===== src/rtl/johnson_counter_n_if.sv =====
// Control and status bundle for johnson_counter_n.
// The master drives the control inputs; the counter (slave) returns state and flags.
interface johnson_counter_n_if #(
    parameter int WIDTH = 4
);
    localparam int PW = $clog2(2 * WIDTH);

    logic          en;
    logic          up;
    logic          load;
    logic [PW-1:0] load_phase;
    logic          clr_err;
    logic [WIDTH-1:0] q;
    logic [PW-1:0] phase;
    logic          tc;
    logic          err;

    modport master (
        output en, up, load, load_phase, clr_err,
        input  q, phase, tc, err
    );

    modport slave (
        input  en, up, load, load_phase, clr_err,
        output q, phase, tc, err
    );
endinterface


===== src/rtl/johnson_counter_n.sv =====
// Parametrised Johnson (twisted-ring) counter with direction, phase load,
// binary phase decode, terminal-count strobe and self-correction of illegal states.
module johnson_counter_n #(
    parameter int WIDTH = 4
) (
    input  logic                  clk,
    input  logic                  rst,
    johnson_counter_n_if.slave    io_bus
);
    localparam int PW  = $clog2(2 * WIDTH);
    localparam int MOD = 2 * WIDTH;

    logic [WIDTH-1:0] r_q;
    logic             r_err;

    logic [WIDTH-1:0] w_q_nxt;
    logic [WIDTH-1:0] w_step_q;
    logic [WIDTH-1:0] w_load_q;
    logic [PW-1:0]    w_phase;
    logic             w_legal;
    logic             w_load_ok;
    logic             w_err_set;
    logic             w_err_nxt;

    // Phase k: top k bits set for k <= WIDTH, else bottom 2*WIDTH-k bits set.
    function automatic logic [WIDTH-1:0] f_enc(input int k);
        logic [WIDTH-1:0] v;
        v = '0;
        for (int j = 0; j < WIDTH; j++) begin
            v[j] = (k <= WIDTH) ? (j >= WIDTH - k) : (j < MOD - k);
        end
        return v;
    endfunction

    // One pass over all phases decodes q and encodes load_phase together.
    always_comb begin
        // NOTE: every combinational output gets a default first so no path can infer a latch.
        w_legal   = 1'b0;
        w_phase   = '0;
        w_load_ok = 1'b0;
        w_load_q  = '0;
        for (int k = 0; k < MOD; k++) begin
            if (r_q == f_enc(k)) begin
                w_legal = 1'b1;
                w_phase = PW'(k);
            end
            if (io_bus.load_phase == PW'(k)) begin
                w_load_ok = 1'b1;
                w_load_q  = f_enc(k);
            end
        end
    end

    assign w_step_q = io_bus.up ? {~r_q[0], r_q[WIDTH-1:1]}
                                : {r_q[WIDTH-2:0], ~r_q[WIDTH-1]};

    // Priority: load, then illegal-state recovery, then count, else hold.
    always_comb begin
        w_q_nxt = r_q;
        if (io_bus.load) begin
            w_q_nxt = w_load_ok ? w_load_q : '0;
        end else if (!w_legal) begin
            w_q_nxt = '0;
        end else if (io_bus.en) begin
            w_q_nxt = w_step_q;
        end
    end

    // A new error in the same cycle wins over clr_err.
    assign w_err_set = io_bus.load ? ~w_load_ok : ~w_legal;

    always_comb begin
        w_err_nxt = r_err;
        if (w_err_set) begin
            w_err_nxt = 1'b1;
        end else if (io_bus.clr_err) begin
            w_err_nxt = 1'b0;
        end
    end

    always_ff @(posedge clk or negedge rst) begin
        // NOTE: state registers use non-blocking assignments so every flop samples pre-edge values.
        if (!rst) begin
            r_q   <= '0;
            r_err <= 1'b0;
        end else begin
            r_q   <= w_q_nxt;
            r_err <= w_err_nxt;
        end
    end

    assign io_bus.q     = r_q;
    assign io_bus.err   = r_err;
    assign io_bus.phase = w_phase;
    assign io_bus.tc    = io_bus.en & ~io_bus.load & w_legal &
                          ((io_bus.up & (w_phase == PW'(MOD - 1))) |
                           (~io_bus.up & (w_phase == '0)));
endmodule

===== src/flat_wrapper.sv =====
// flat-port wrapper written by rule: the top's interface ports become plain ports
module johnson_counter_n_flat 
#(
    parameter int WIDTH = 4
)
  (clk, rst, io_bus_en, io_bus_up, io_bus_load, io_bus_load_phase, io_bus_clr_err, io_bus_q, io_bus_phase, io_bus_tc, io_bus_err);
  johnson_counter_n_if #(.WIDTH(WIDTH)) io_bus_i ();
  input  logic clk;
  input  logic rst;
  input wire logic [$bits(io_bus_i.en)-1:0] io_bus_en;
  input wire logic [$bits(io_bus_i.up)-1:0] io_bus_up;
  input wire logic [$bits(io_bus_i.load)-1:0] io_bus_load;
  input wire logic [$bits(io_bus_i.load_phase)-1:0] io_bus_load_phase;
  input wire logic [$bits(io_bus_i.clr_err)-1:0] io_bus_clr_err;
  output wire logic [$bits(io_bus_i.q)-1:0] io_bus_q;
  output wire logic [$bits(io_bus_i.phase)-1:0] io_bus_phase;
  output wire logic [$bits(io_bus_i.tc)-1:0] io_bus_tc;
  output wire logic [$bits(io_bus_i.err)-1:0] io_bus_err;
  assign io_bus_i.en = io_bus_en;
  assign io_bus_i.up = io_bus_up;
  assign io_bus_i.load = io_bus_load;
  assign io_bus_i.load_phase = io_bus_load_phase;
  assign io_bus_i.clr_err = io_bus_clr_err;
  assign io_bus_q = io_bus_i.q;
  assign io_bus_phase = io_bus_i.phase;
  assign io_bus_tc = io_bus_i.tc;
  assign io_bus_err = io_bus_i.err;
  johnson_counter_n #(.WIDTH(WIDTH)) u_core (.clk(clk), .rst(rst), .io_bus(io_bus_i));
endmodule

===== config.mk =====
export PLATFORM = sky130hd
export DESIGN_NAME = johnson_counter_n_flat
export DESIGN_NICKNAME = d
export VERILOG_FILES = /design/src/rtl/johnson_counter_n_if.sv /design/src/rtl/johnson_counter_n.sv /design/src/flat_wrapper.sv
export SDC_FILE = /design/constraint.sdc
export NUM_CORES = 1
export LEC_CHECK = 0
export ABC_AREA = 1
export CAP_MARGIN = 0
export CORE_MARGIN = 2
export CORE_UTILIZATION = 25
export DETAILED_ROUTE_END_ITERATION = 12
export HOLD_SLACK_MARGIN = 0.1
export PLACE_DENSITY = 0.55
export SYNTH_ARGS = -nofsm -noshare
export SYNTH_HDL_FRONTEND = slang
export SYNTH_SLANG_ARGS = --single-unit

===== constraint.sdc =====
create_clock -name clk -period 1.3 [get_ports clk]
set_input_delay 0.26 -clock clk [delete_from_list [all_inputs] [get_ports clk]]
set_output_delay 0.26 -clock clk [all_outputs]
set_load 0.1 [all_outputs]

* After elaboration in Yosys (flattened, before gate mapping)
Cells that the tools add are included.
Widths: inputs -> output; s select.
** Word-level totals
- Flip-flop bits (word level) :: 5
- Word-level logic and storage cells :: 72
- Output and inout bits :: 9
** Cells by class
- Equal/unequal tests :: 16
- Reductions and logical operators :: 4
- Multiplexer cells :: 38
- Bitwise gates (word level) :: 12
** Operator list (count)
- $mux 4 :: 12
- $mux 1 :: 20
- $eq 4x4->1 const B :: 4
- $eq 3x3->1 const B :: 5
- $mux 3 :: 4
- $eq 3x2->1 const B :: 2
- $logic_not 3->1 :: 2
- $not 1->1 :: 6
- $and 1x1->1 :: 5
- $eq 4x1->1 const B :: 1
- $eq 4x2->1 const B :: 1
- $eq 4x3->1 const B :: 1
- $logic_not 4->1 :: 1
- $mux 2 :: 2
- $eq 3x1->1 const B :: 1
- $ne 3x3->1 const B :: 1
- $reduce_bool 2->1 :: 1
- $or 1x1->1 :: 1

* Logic depth before layout (Yosys ltp)
- Word-level depth :: 12
- Gate-level depth with buffers :: 9
- Mapped depth without buffers :: 8

* Worst setup path after synthesis
Ideal clock, no wire load.
- Kind :: flip-flop to output port
- Start :: register u_core.r_q[2], in the netlist u_core.io_bus.q[2]
- End :: output io_bus_tc
- Required time :: 1.040 ns
- Path slack :: -1.456 ns
- Stages on the path, launching flop included :: 8
- Arrival :: 2.496 ns
- Buffers on the path :: 1
- Path through :: dfrtp_1 buf_2 inv_2 nand2_2 nand3_4 nand2_2 nand4_1 a21oi_2
** On the way
- Word-level cells in the longest chain between the ends :: 12
- Elaborated cells on any way between the ends :: 30
- Classes of those cells :: 8 x eq/ne; 15 x mux; 5 x bitwise; 2 x reduce/logical
** Ends and longest elaborated chain
- start, declared :: line johnson_counter_n.sv:13 : logic [WIDTH-1:0] r_q;
- start signal, assigned :: line johnson_counter_n.sv:87 : r_q <= w_q_nxt;
- $eq 4x4->1 :: line johnson_counter_n.sv:43 : if (r_q == f_enc(k)) begin
- $mux 1 :: line johnson_counter_n.sv:43
- $mux 2 (2 in a row) :: line johnson_counter_n.sv:43
- $mux 3 (4 in a row) :: line johnson_counter_n.sv:43
- $eq 3x3->1 / $logic_not 3->1 (equally long branches) :: line johnson_counter_n.sv:96, johnson_counter_n.sv:97
- $and 1x1->1, on equally long branches :: line johnson_counter_n.sv:96, johnson_counter_n.sv:97
- $or 1x1->1 :: line johnson_counter_n.sv:96 : ((io_bus.up & (w_phase == PW'(MOD - 1))) |
- $and 1x1->1 * :: line johnson_counter_n.sv:95 : assign io_bus.tc = io_bus.en & ~io_bus.load & w_legal &
- end, declared :: line flat_wrapper.sv:17 : output wire logic [$bits(io_bus_i.tc)-1:0] io_bus_tc;
Every way passes the cells marked *; elsewhere a longest branch is shown, timed or not.

* Worst setup path after layout
- Start :: register u_core.r_q[0], in the netlist u_core.io_bus.q[0]
- End :: output io_bus_tc
Same word-level chain as after synthesis.

==> reports/results.tsv <==
metric	value	unit
vdd_drop_max	1670	uV
synth.top_cell.area_share	0.250	
initial_core_util	0.260	
power_leakage	0.532	nW
htree_levels	1	
grt_max_degree	9	
combPwrFrac	0.785	
worst_slack	-0.490	ns
rows	16	
final.period_utilization	1.38	
routed_via_density	4.26	
dp_hpwl	1.14	mm
antenna_found_initial	0	
final_core_util	0.559	
cts_num_sinks	5	
dp.cells	146	
seqPwrFrac	0.135	
tightest_slew	0.215	ns
num_io_pins	18	
ys_seq_area_frac	0.250	
cts_inserted_buffers	3	
dp_slack	-0.330	ns
slew_headroom	0.856	
vias	652	
cp.arrival	1.53	ns
grt_pass1_vias	623	
status	finished, violations left	
yosys.cell_count.top_type	nand2_1	
intPower	0.00114	W
syn2layout_area_growth	115	%
avgSynthCellArea	5.96	um2
ys_ff_latch	5	
layoutNonFillerInstCount	153	
synth_commonest_cells	27 x nand2_1, 13 x inv_1, 8 x nand3_1, 6 x o21ai_0	
routabilityCongestion	0.781	
routedWlPerCell	9.40	um
drc	0	
nNetsFinal	136	
rsz0062_at_grt	yes	
path_max_fanout	5	
setup-violations-final	12	
p_per_area	2260	mW/mm2
drv_cap	0	
grtUsageTotal	0.131	
cts_buffer_depth	2	
final_layout_size_suffix_gt1_frac	0.484	
syn_inst	84	
port_buffers	17	
period_needed	1.79	ns
fin_worst_skew	0.00905	ns
clk_latency	0.26	ns
die_h	48.7	um
cts_root_buffer	clkbuf_4	
core-area	0.00192	mm2
holdCritPathClass	in2async	
fin_setup_tns	-2.11	ns
drv_slew	0	
fmaxAchievable	559	MHz
crit_type	reg2out	
synthTopCellsByArea	dfrtp_1 25%, nand2_1 20%, inv_1 9.7%	
async_flop_share	1.00	
synth_edf_count	0	
antenna_left	0	
synth_flop_cell	dfrtp_1	
clk_pin_slew	0.05	ns
crit_path_end_kind	output port	
wl	1.44	mm
netlist_area	500	um2
antenna_cells	0	
synth_cell_types	19	
critPathRequiredTime	1.04	ns
drt_pre_antenna_iters	4	
switching_power	0.00130	W
p_clk_frac	0.080	
violations	setup timing	
grt.overflow.total	0	
grt_pass1_wl	2.45	mm
cts_hold_buf	0	
cts_tree	built	
die_area	0.00238	mm2
dieWidth	48.7	um
synth_nets	93	
yosysWarnings	0	
critPathLaunchType	flip-flop	
drt_iter0_markers	5	
yosys.area.top_type	dfrtp_1	
finalHoldViolCount	0	
swShare	0.533	
## logic make-up after synthesis
group	after synthesis	share of synthesized area
simple gates	45	0.418
buf+inv	19	0.145
compound gates	15	0.188
flops	5	0.250
## sequential cells by signal (all words and copies together), names as in the netlist
name	flops
u_core.io_bus.err	1
u_core.io_bus.q	4
## power by group through the flow
stage               clock network [W]  registers (W)  logic (W)
global placement                    0       0.000317    0.00177
global route                 0.000202       0.000339    0.00201
finish                       0.000194       0.000330    0.00191
detailed placement                  0       0.000316    0.00179
floorplan                           0       0.000626   0.000721
CTS                          0.000196       0.000322    0.00189
## per-layer routing
metal / up-vias / GRT usage / wire length [um]
li1: 352 / - / -
met1: 281 / 0.143 / 611
met5: - / 0 / 0
met3: 2 / 0.0123 / 46
met4: 0 / 0.0714 / 25
met2: 17 / 0.244 / 755
## path summary, 6_finish.rpt
kind                                    startpoint                 end  slack [ns]  cells past startpoint
worst min-delay path                           rst  u_core.io_bus.q[0]        0.22                      1
max in group asynchronous                      rst  u_core.io_bus.q[2]        0.87                      1
worst max register to register  u_core.io_bus.q[3]  u_core.io_bus.q[3]       -0.03                      7
min in group clk                    io_bus_clr_err   u_core.io_bus.err        0.58                      2
worst max-delay path            u_core.io_bus.q[0]           io_bus_tc       -0.49                      6
worst min register to register   u_core.io_bus.err   u_core.io_bus.err        0.58                      2
## stage by stage
| stage | power [W] | hold WS (ns) | instance area, um2 |
|---|---|---|---|
| 6_report | 0.00243 | 0.216 | 1070 |
| 5_1_grt | 0.00255 | 0.238 | 1070 |
| 4_1_cts | 0.00241 | 0.231 | 1050 |
| 3_5_place_dp | 0.00210 | 0.504 | 975 |
| 3_3_place_gp | 0.00209 | 0.490 | 975 |
| 2_1_floorplan | 0.00135 | -0.0356 | 549 |
## cells in the final DEF (no fill, tap or decap)
master	count
nor3_1	1
nor2_1	1
dfrtp_4	4
nor2_4	2
nand3_2	2
clkbuf_1	1
a21oi_1	4
o21ai_2	1
o22ai_1	1
inv_2	5
buf_4	18
buf_12	9
dfrtp_1	1
clkbuf_4	3
o21ai_0	6
o211ai_1	1
nand3_4	1
nand2_2	4
a21oi_4	2
buf_6	4
nand4_1	1
inv_4	3
inv_1	10
nand2_4	3
clkdlybuf4s50_1	8
nand2_1	24
nand3_1	6
## cell type report
cell class / count / area (um2)
Clock buffer: 4 / 26.3
Fill cell: 205 / 847
Inverter: 18 / 75.1
Multi-Input combinational cell: 60 / 359
Sequential cell: 5 / 140
Tap cell: 27 / 33.8
Timing Repair Buffer: 39 / 440
## worst max-delay path, cell delays in order (launching register included)
cell and delay (ns):
dfrtp_4 0.51, inv_4 0.09, nor2_4 0.05, o21ai_2 0.18
nand3_2 0.11, a21oi_4 0.15, buf_12 0.19
## repair_timing
item / in CTS / in global routing
buffers inserted: 2 / 2
endpoints found under the hold margin: 0 / 0
pin swaps: 7 / 4
setup endpoints to repair: 12 / 12
resized for setup: 12 / 6
(Power assumes the default switching activity.)
